$ cat src/rtl/rs232_uart_if.sv
// rs232_uart_if: request/done control port between the system bus wrapper and the UART.
interface rs232_uart_if;
  logic        ctrl_wr;
  logic        ctrl_rd;
  logic        ctrl_done;
  logic [31:0] ctrl_addr;
  logic [31:0] ctrl_wdat;
  logic [31:0] ctrl_rdat;
  modport master (output ctrl_wr, ctrl_rd, ctrl_addr, ctrl_wdat, input ctrl_rdat, ctrl_done);
  modport slave (input ctrl_wr, ctrl_rd, ctrl_addr, ctrl_wdat, output ctrl_rdat, ctrl_done);
endinterface

$ cat src/rtl/rs232_uart.sv
// rs232_uart: memory-mapped 8N1 UART with one-byte TX/RX holding registers.
module rs232_uart #(
  parameter int CLOCK_FREQ_HZ = 50000000,
  parameter int BAUD = 115200
) (
  input  logic        clk,
  input  logic        reset,
  rs232_uart_if.slave ctrl,
  input  logic        rxd,
  output logic        txd
);
  localparam int DIV = CLOCK_FREQ_HZ / BAUD;
  localparam int CW = $clog2(DIV);
  localparam logic [CW-1:0] LAST = CW'(DIV - 1);
  localparam logic [CW-1:0] HALF = CW'(DIV / 2 - 1);
  typedef enum logic [1:0] {S_IDLE, S_START, S_DATA, S_STOP} state_e;
  state_e tx_st_q, tx_st_d, rx_st_q, rx_st_d;
  logic [CW-1:0] tx_cnt_q, tx_cnt_d, rx_cnt_q, rx_cnt_d;
  logic [2:0] tx_bit_q, tx_bit_d, rx_bit_q, rx_bit_d, sync_q;
  logic [7:0] tx_sh_q, tx_sh_d, rx_sh_q, rx_sh_d, rx_byte_q, rx_byte_d;
  logic rx_valid_q, rx_valid_d, overrun_q, overrun_d, frame_err_q, frame_err_d;
  logic armed_q, armed_d, done_q, done_d;
  logic [31:0] rdat_q, rdat_d;
  logic go, rd, wr_data, rd_data, rd_stat, tx_end, tx_load, rx_end, rx_in, rx_ok, rx_bad;
  logic unused_bits;
  assign unused_bits = ^{ctrl.ctrl_addr[31:4], ctrl.ctrl_addr[1:0], ctrl.ctrl_wdat[31:8]};
  assign go = armed_q && (ctrl.ctrl_wr || ctrl.ctrl_rd);
  assign rd = go && !ctrl.ctrl_wr;
  assign wr_data = go && ctrl.ctrl_wr && ctrl.ctrl_addr[3:2] == 2'd0;
  assign rd_data = rd && ctrl.ctrl_addr[3:2] == 2'd0;
  assign rd_stat = rd && ctrl.ctrl_addr[3:2] == 2'd1;
  assign tx_end = tx_cnt_q == LAST;
  assign rx_end = rx_cnt_q == LAST;
  assign rx_in = sync_q[1];
  // A busy transmitter stalls a DATA write until the stop bit's final edge.
  assign tx_load = wr_data && (tx_st_q == S_IDLE || (tx_st_q == S_STOP && tx_end));
  assign txd = tx_st_q == S_START ? 1'b0 : tx_st_q == S_DATA ? tx_sh_q[0] : 1'b1;
  assign ctrl.ctrl_done = done_q;
  assign ctrl.ctrl_rdat = rdat_q;
  always_comb begin
    done_d = go && (!wr_data || tx_load);
    armed_d = done_d ? 1'b0 : (!ctrl.ctrl_wr && !ctrl.ctrl_rd) ? 1'b1 : armed_q;
    rdat_d = !rd ? rdat_q :
             ctrl.ctrl_addr[3:2] == 2'd0 ? {24'b0, rx_byte_q} :
             ctrl.ctrl_addr[3:2] == 2'd1 ? {28'b0, frame_err_q, overrun_q, tx_st_q == S_IDLE, rx_valid_q} :
             32'b0;
    tx_st_d = tx_st_q;
    tx_cnt_d = tx_end ? '0 : tx_cnt_q + 1'b1;
    tx_bit_d = tx_bit_q;
    tx_sh_d = tx_sh_q;
    case (tx_st_q)
      S_IDLE: tx_cnt_d = '0;
      S_START: if (tx_end) begin
        tx_st_d = S_DATA;
        tx_bit_d = '0;
      end
      S_DATA: if (tx_end) begin
        tx_sh_d = tx_sh_q >> 1;
        tx_bit_d = tx_bit_q + 3'd1;
        tx_st_d = tx_bit_q == 3'd7 ? S_STOP : S_DATA;
      end
      default: if (tx_end) tx_st_d = S_IDLE;
    endcase
    if (tx_load) begin
      tx_st_d = S_START;
      tx_sh_d = ctrl.ctrl_wdat[7:0];
      tx_cnt_d = '0;
    end
    rx_st_d = rx_st_q;
    rx_cnt_d = rx_end ? '0 : rx_cnt_q + 1'b1;
    rx_bit_d = rx_bit_q;
    rx_sh_d = rx_sh_q;
    rx_ok = 1'b0;
    rx_bad = 1'b0;
    case (rx_st_q)
      S_IDLE: begin
        rx_cnt_d = '0;
        rx_st_d = (sync_q[2] && !rx_in) ? S_START : S_IDLE;
      end
      S_START: if (rx_cnt_q == HALF) begin
        rx_cnt_d = '0;
        rx_bit_d = '0;
        rx_st_d = rx_in ? S_IDLE : S_DATA;
      end
      S_DATA: if (rx_end) begin
        rx_sh_d = {rx_in, rx_sh_q[7:1]};
        rx_bit_d = rx_bit_q + 3'd1;
        rx_st_d = rx_bit_q == 3'd7 ? S_STOP : S_DATA;
      end
      default: if (rx_end) begin
        rx_ok = rx_in;
        rx_bad = !rx_in;
        rx_st_d = S_IDLE;
      end
    endcase
    // A frame landing during a DATA read keeps rx_valid and does not count as overrun.
    rx_byte_d = rx_ok ? rx_sh_q : rx_byte_q;
    rx_valid_d = rx_ok ? 1'b1 : rd_data ? 1'b0 : rx_valid_q;
    overrun_d = (rx_ok && rx_valid_q && !rd_data) ? 1'b1 : rd_data ? 1'b0 : overrun_q;
    frame_err_d = rx_bad ? 1'b1 : rd_stat ? 1'b0 : frame_err_q;
  end
  always_ff @(posedge clk) begin
    if (reset) begin
      tx_st_q <= S_IDLE;
      rx_st_q <= S_IDLE;
      tx_cnt_q <= '0;
      rx_cnt_q <= '0;
      tx_bit_q <= '0;
      rx_bit_q <= '0;
      tx_sh_q <= '0;
      rx_sh_q <= '0;
      rx_byte_q <= '0;
      rx_valid_q <= 1'b0;
      overrun_q <= 1'b0;
      frame_err_q <= 1'b0;
      sync_q <= 3'b111;
      armed_q <= 1'b1;
      done_q <= 1'b0;
      rdat_q <= '0;
    end else begin
      tx_st_q <= tx_st_d;
      rx_st_q <= rx_st_d;
      tx_cnt_q <= tx_cnt_d;
      rx_cnt_q <= rx_cnt_d;
      tx_bit_q <= tx_bit_d;
      rx_bit_q <= rx_bit_d;
      tx_sh_q <= tx_sh_d;
      rx_sh_q <= rx_sh_d;
      rx_byte_q <= rx_byte_d;
      rx_valid_q <= rx_valid_d;
      overrun_q <= overrun_d;
      frame_err_q <= frame_err_d;
      sync_q <= {sync_q[1:0], rxd};
      armed_q <= armed_d;
      done_q <= done_d;
      rdat_q <= rdat_d;
    end
  end
endmodule

$ cat src/flat_wrapper.sv
// flat-port wrapper written by rule: the top's interface ports become plain ports
module rs232_uart_flat 
#(
  parameter int CLOCK_FREQ_HZ = 50000000,
  parameter int BAUD = 115200
)
  (clk, reset, rxd, txd, ctrl_ctrl_wr, ctrl_ctrl_rd, ctrl_ctrl_addr, ctrl_ctrl_wdat, ctrl_ctrl_rdat, ctrl_ctrl_done);
  rs232_uart_if ctrl_i ();
  input  logic clk;
  input  logic reset;
  input  logic rxd;
  output logic txd;
  input wire logic [$bits(ctrl_i.ctrl_wr)-1:0] ctrl_ctrl_wr;
  input wire logic [$bits(ctrl_i.ctrl_rd)-1:0] ctrl_ctrl_rd;
  input wire logic [$bits(ctrl_i.ctrl_addr)-1:0] ctrl_ctrl_addr;
  input wire logic [$bits(ctrl_i.ctrl_wdat)-1:0] ctrl_ctrl_wdat;
  output wire logic [$bits(ctrl_i.ctrl_rdat)-1:0] ctrl_ctrl_rdat;
  output wire logic [$bits(ctrl_i.ctrl_done)-1:0] ctrl_ctrl_done;
  assign ctrl_i.ctrl_wr = ctrl_ctrl_wr;
  assign ctrl_i.ctrl_rd = ctrl_ctrl_rd;
  assign ctrl_i.ctrl_addr = ctrl_ctrl_addr;
  assign ctrl_i.ctrl_wdat = ctrl_ctrl_wdat;
  assign ctrl_ctrl_rdat = ctrl_i.ctrl_rdat;
  assign ctrl_ctrl_done = ctrl_i.ctrl_done;
  rs232_uart #(.CLOCK_FREQ_HZ(CLOCK_FREQ_HZ), .BAUD(BAUD)) u_core (.clk(clk), .reset(reset), .ctrl(ctrl_i), .rxd(rxd), .txd(txd));
endmodule
$ cat config.mk
export PLATFORM = sky130hd
export DESIGN_NAME = rs232_uart_flat
export DESIGN_NICKNAME = d
export VERILOG_FILES = /design/src/rtl/rs232_uart_if.sv /design/src/rtl/rs232_uart.sv /design/src/flat_wrapper.sv
export SDC_FILE = /design/constraint.sdc
export NUM_CORES = 1
export LEC_CHECK = 0
export ABC_AREA = 1
export CAP_MARGIN = 30
export CORE_ASPECT_RATIO = 1.5
export CORE_MARGIN = 4
export CORE_UTILIZATION = 48
export CTS_BUF_LIST = sky130_fd_sc_hd__clkbuf_8
export CTS_CLUSTER_SIZE = 14
export DETAILED_ROUTE_END_ITERATION = 8
export PLACE_DENSITY = 0.9
export SLEW_MARGIN = 10
export SYNTH_ARGS = -nofsm -noshare
export SYNTH_HDL_FRONTEND = slang
export SYNTH_SLANG_ARGS = --single-unit
$ cat constraint.sdc
create_clock -name clk -period 2.1 [get_ports clk]
set_clock_uncertainty 0.05 [all_clocks]
set_input_delay 0.525 -clock clk [delete_from_list [all_inputs] [get_ports clk]]
set_output_delay 0.525 -clock clk [all_outputs]
set_load 0.02 [all_outputs]
==> flow_metrics.tcl <==
set metrics [dict create \
    status "finished clean" \
    cap_violations 0 \
    crit_path_max_fanout 4 \
    p_per_area_nw_per_um2 695 \
    synth_most_common_cell "nand2_1" \
    rsz0062_at_grt "false" \
    cts.hold.buffers_added 0 \
    drtIter0Drc 210 \
    setup_viol 0 \
    cts_setup_buffers 0 \
    nFillCells 556 \
    multiInputGateArea_um2 1590 \
    synthCells 431 \
    hp-start "u_core.sync_q[0]" \
    hp-class "reg2reg" \
    dieArea_um2 8180 \
    ys.warnings.count 0 \
    grt_max_degree 43 \
    cts_made_buffers 9 \
    arrival_ns 1.35 \
    yosys_register_bits 68 \
    die_y_um 109 \
    async_reset_ff_share_pct 0 \
    synth_top_area_share_pct 41.9 \
    p_leak_nw 1.49 \
    row_count 36 \
    routabilityCongestion 0.880 \
    slew_headroom_pct 66.6 \
    fmax_ghz 0.520 \
    portBuffers 24 \
    start_util_pct 49.8 \
    antenna_found_initial 0 \
    period_share_pct 91.6 \
    syn2layout_area_growth_pct 13.6 \
    finalCriticalPeriod_ns 1.92 \
    postRouteAntennaNets 0 \
    synthTopCellsByArea "dfxtp_1, nand2_1, ha_1" \
    slew_violations 0 \
    core_region_area_um2 6530 \
    htree_num_levels 3 \
    grt_pass1_wl_um 11000 \
    drc 0 \
    clockBufferDepth 2 \
    required_ns 1.52 \
    wirelength_um 6460 \
    r2r_start "u_core.tx_st_q[0]" \
    die-width_um 75.2 \
    ir_drop_mv 0.413 \
    crit_type "reg2out" \
    clkSlewWorstSetupHoldPaths_ns 0.07 \
    startpoint "u_core.tx_st_q[0]" \
    synth_edf_count 0 \
    tns_ns 0 \
    vias 2776 \
    ctsRootBufferMaster "clkbuf_8" \
    antennaDiodeCount 0 \
    clock_sinks 68 \
    grt.overflow.total 0 \
    synthFlopType "dfxtp_1" \
    synth-seq-area-share_pct 41.9 \
    synth_area_leader_cell "dfxtp_1" \
    tightest_slew_ns 0.502 \
    wl_per_cell_um 11.9 \
    tritoncts "built" \
    seq_area_um2 1360 \
    ys_types 33 \
    grtUsageTotal_pct 17.5 \
    hold_viol 0 \
    via_per_inst 5.10 \
    endpoint_kind "primary output" \
    grt_pass1_vias 2665 \
    worstSetupStartpointType "register" \
    design.final.nets 549 \
    hpwl_um 4760 \
    synthTopCellsByCount "nand2_1, dfxtp_1, nor2_1" \
    syn_avg_cell_area_um2 7.54 \
    p_total_mw 2.57 \
    ios 103 \
    syn_area_um2 3250 \
    clk_latency_ns 0.35 \
    drt-pass1-iter-count 4 \
    drive_gt1_share_pct 8.76 \
]
-- repair_timing --
| action | 4_1_cts | 5_1_grt |
|---|---|---|
| pin swaps | 0 | 0 |
| endpoints found under the setup margin | 1 | 1 |
| resized for setup | 1 | 2 |
-- sequential cells by signal (all words and copies together) (netlist names) --
register / cells
u_core.ctrl.ctrl_done: 1
u_core.rx_sh_q: 8
u_core.rx_bit_q: 3
u_core.armed_q: 1
u_core.rx_valid_q: 1
u_core.rx_byte_q: 8
u_core.tx_st_q: 2
u_core.sync_q: 3
u_core.rx_st_q: 2
u_core.tx_bit_q: 3
u_core.frame_err_q: 1
u_core.rx_cnt_q: 9
u_core.ctrl.ctrl_rdat: 8
u_core.tx_sh_q: 8
u_core.tx_cnt_q: 9
u_core.overrun_q: 1
-- critical path: stages (launching register included) --
cell and delay [ns]:
dfxtp_1 0.39, inv_1 0.08, ha_1 0.21, a21oi_1 0.14
clkbuf_2 0.18
-- cell usage in the layout (no fill, tap or decap), types with 2 or more instances in the layout --
master / n
a21oi_1: 39
a31oi_1: 5
buf_4: 6
clkbuf_8: 10
clkdlybuf4s50_1: 23
clkinv_2: 2
clkinvlp_4: 2
conb_1: 24
dfxtp_1: 68
ha_1: 17
inv_1: 43
nand2_1: 91
nand2_2: 4
nand2_4: 2
nand3_1: 36
nand3_2: 2
nand4_1: 3
nor2_1: 46
nor2_4: 2
nor3_1: 8
nor3_2: 2
o21ai_0: 13
or2_2: 2
xnor2_1: 2
xor2_1: 4
-- power by group --
part | internal (mW) | switching (mW)
Clock | 0.577 | 0.499
Sequential | 1.30 | 0.0101
Combinational | 0.0596 | 0.118
Total | 1.94 | 0.627
-- final timing paths --
| kind | end | slack [ns] | depth (start not counted) |
|---|---|---|---|
| max reg2reg | u_core.tx_bit_q[1] | 0.31 | 7 |
| min reg2reg | u_core.sync_q[1] | 0.38 | 1 |
| min | u_core.sync_q[1] | 0.38 | 1 |
| max | txd | 0.18 | 4 |
-- logic make-up (layout without fill, tap and decap cells) --
logic type      Yosys count  count (layout)  synth area share [%]
compound gates           60              60                  9.82
xor+xnor                  6               6                  1.62
fa+ha+maj                17              17                  6.54
buf+inv                  77              91                  12.0
flops                    68              68                  41.9
other cells               1              24                 0.115
simple gates            202             202                  28.1
-- cell type report --
class                   instances  share of cell area, %
multi-input cells             309                   43.0
clock inverters                 6                   1.73
well taps                      76                   2.57
repair buffers                 30                   7.59
inverters                      45                   4.57
clock buffers                  10                   3.73
flip-flops and latches         68                   36.9
-- layer usage --
layer | up-vias | track usage, % | share of wire, % | routed length (um)
li1 | 1404 | - | - | -
met1 | 1284 | 18.1 | 38 | 2450
met2 | 71 | 31.2 | 54 | 3510
met3 | 17 | 5.26 | 5.2 | 335
met4 | 0 | 8.25 | 2.5 | 163
met5 | - | 0 | 0 | 0
-- stage by stage --
stage	std cells	setup slack, ns	util [%]	cell area, um^2	hold WS (ns)
detailed placement	528	0.0235	53.5	3500	0.374
CTS	544	0.00453	56.6	3700	0.382
global placement	528	0.0443	53.5	3500	0.357
floorplan	454	0.477	-	3340	0.339
global route	544	0.0910	56.6	3690	0.398
finish	544	0.177	56.6	3690	0.380
Power figures use the tool's default switching activity.
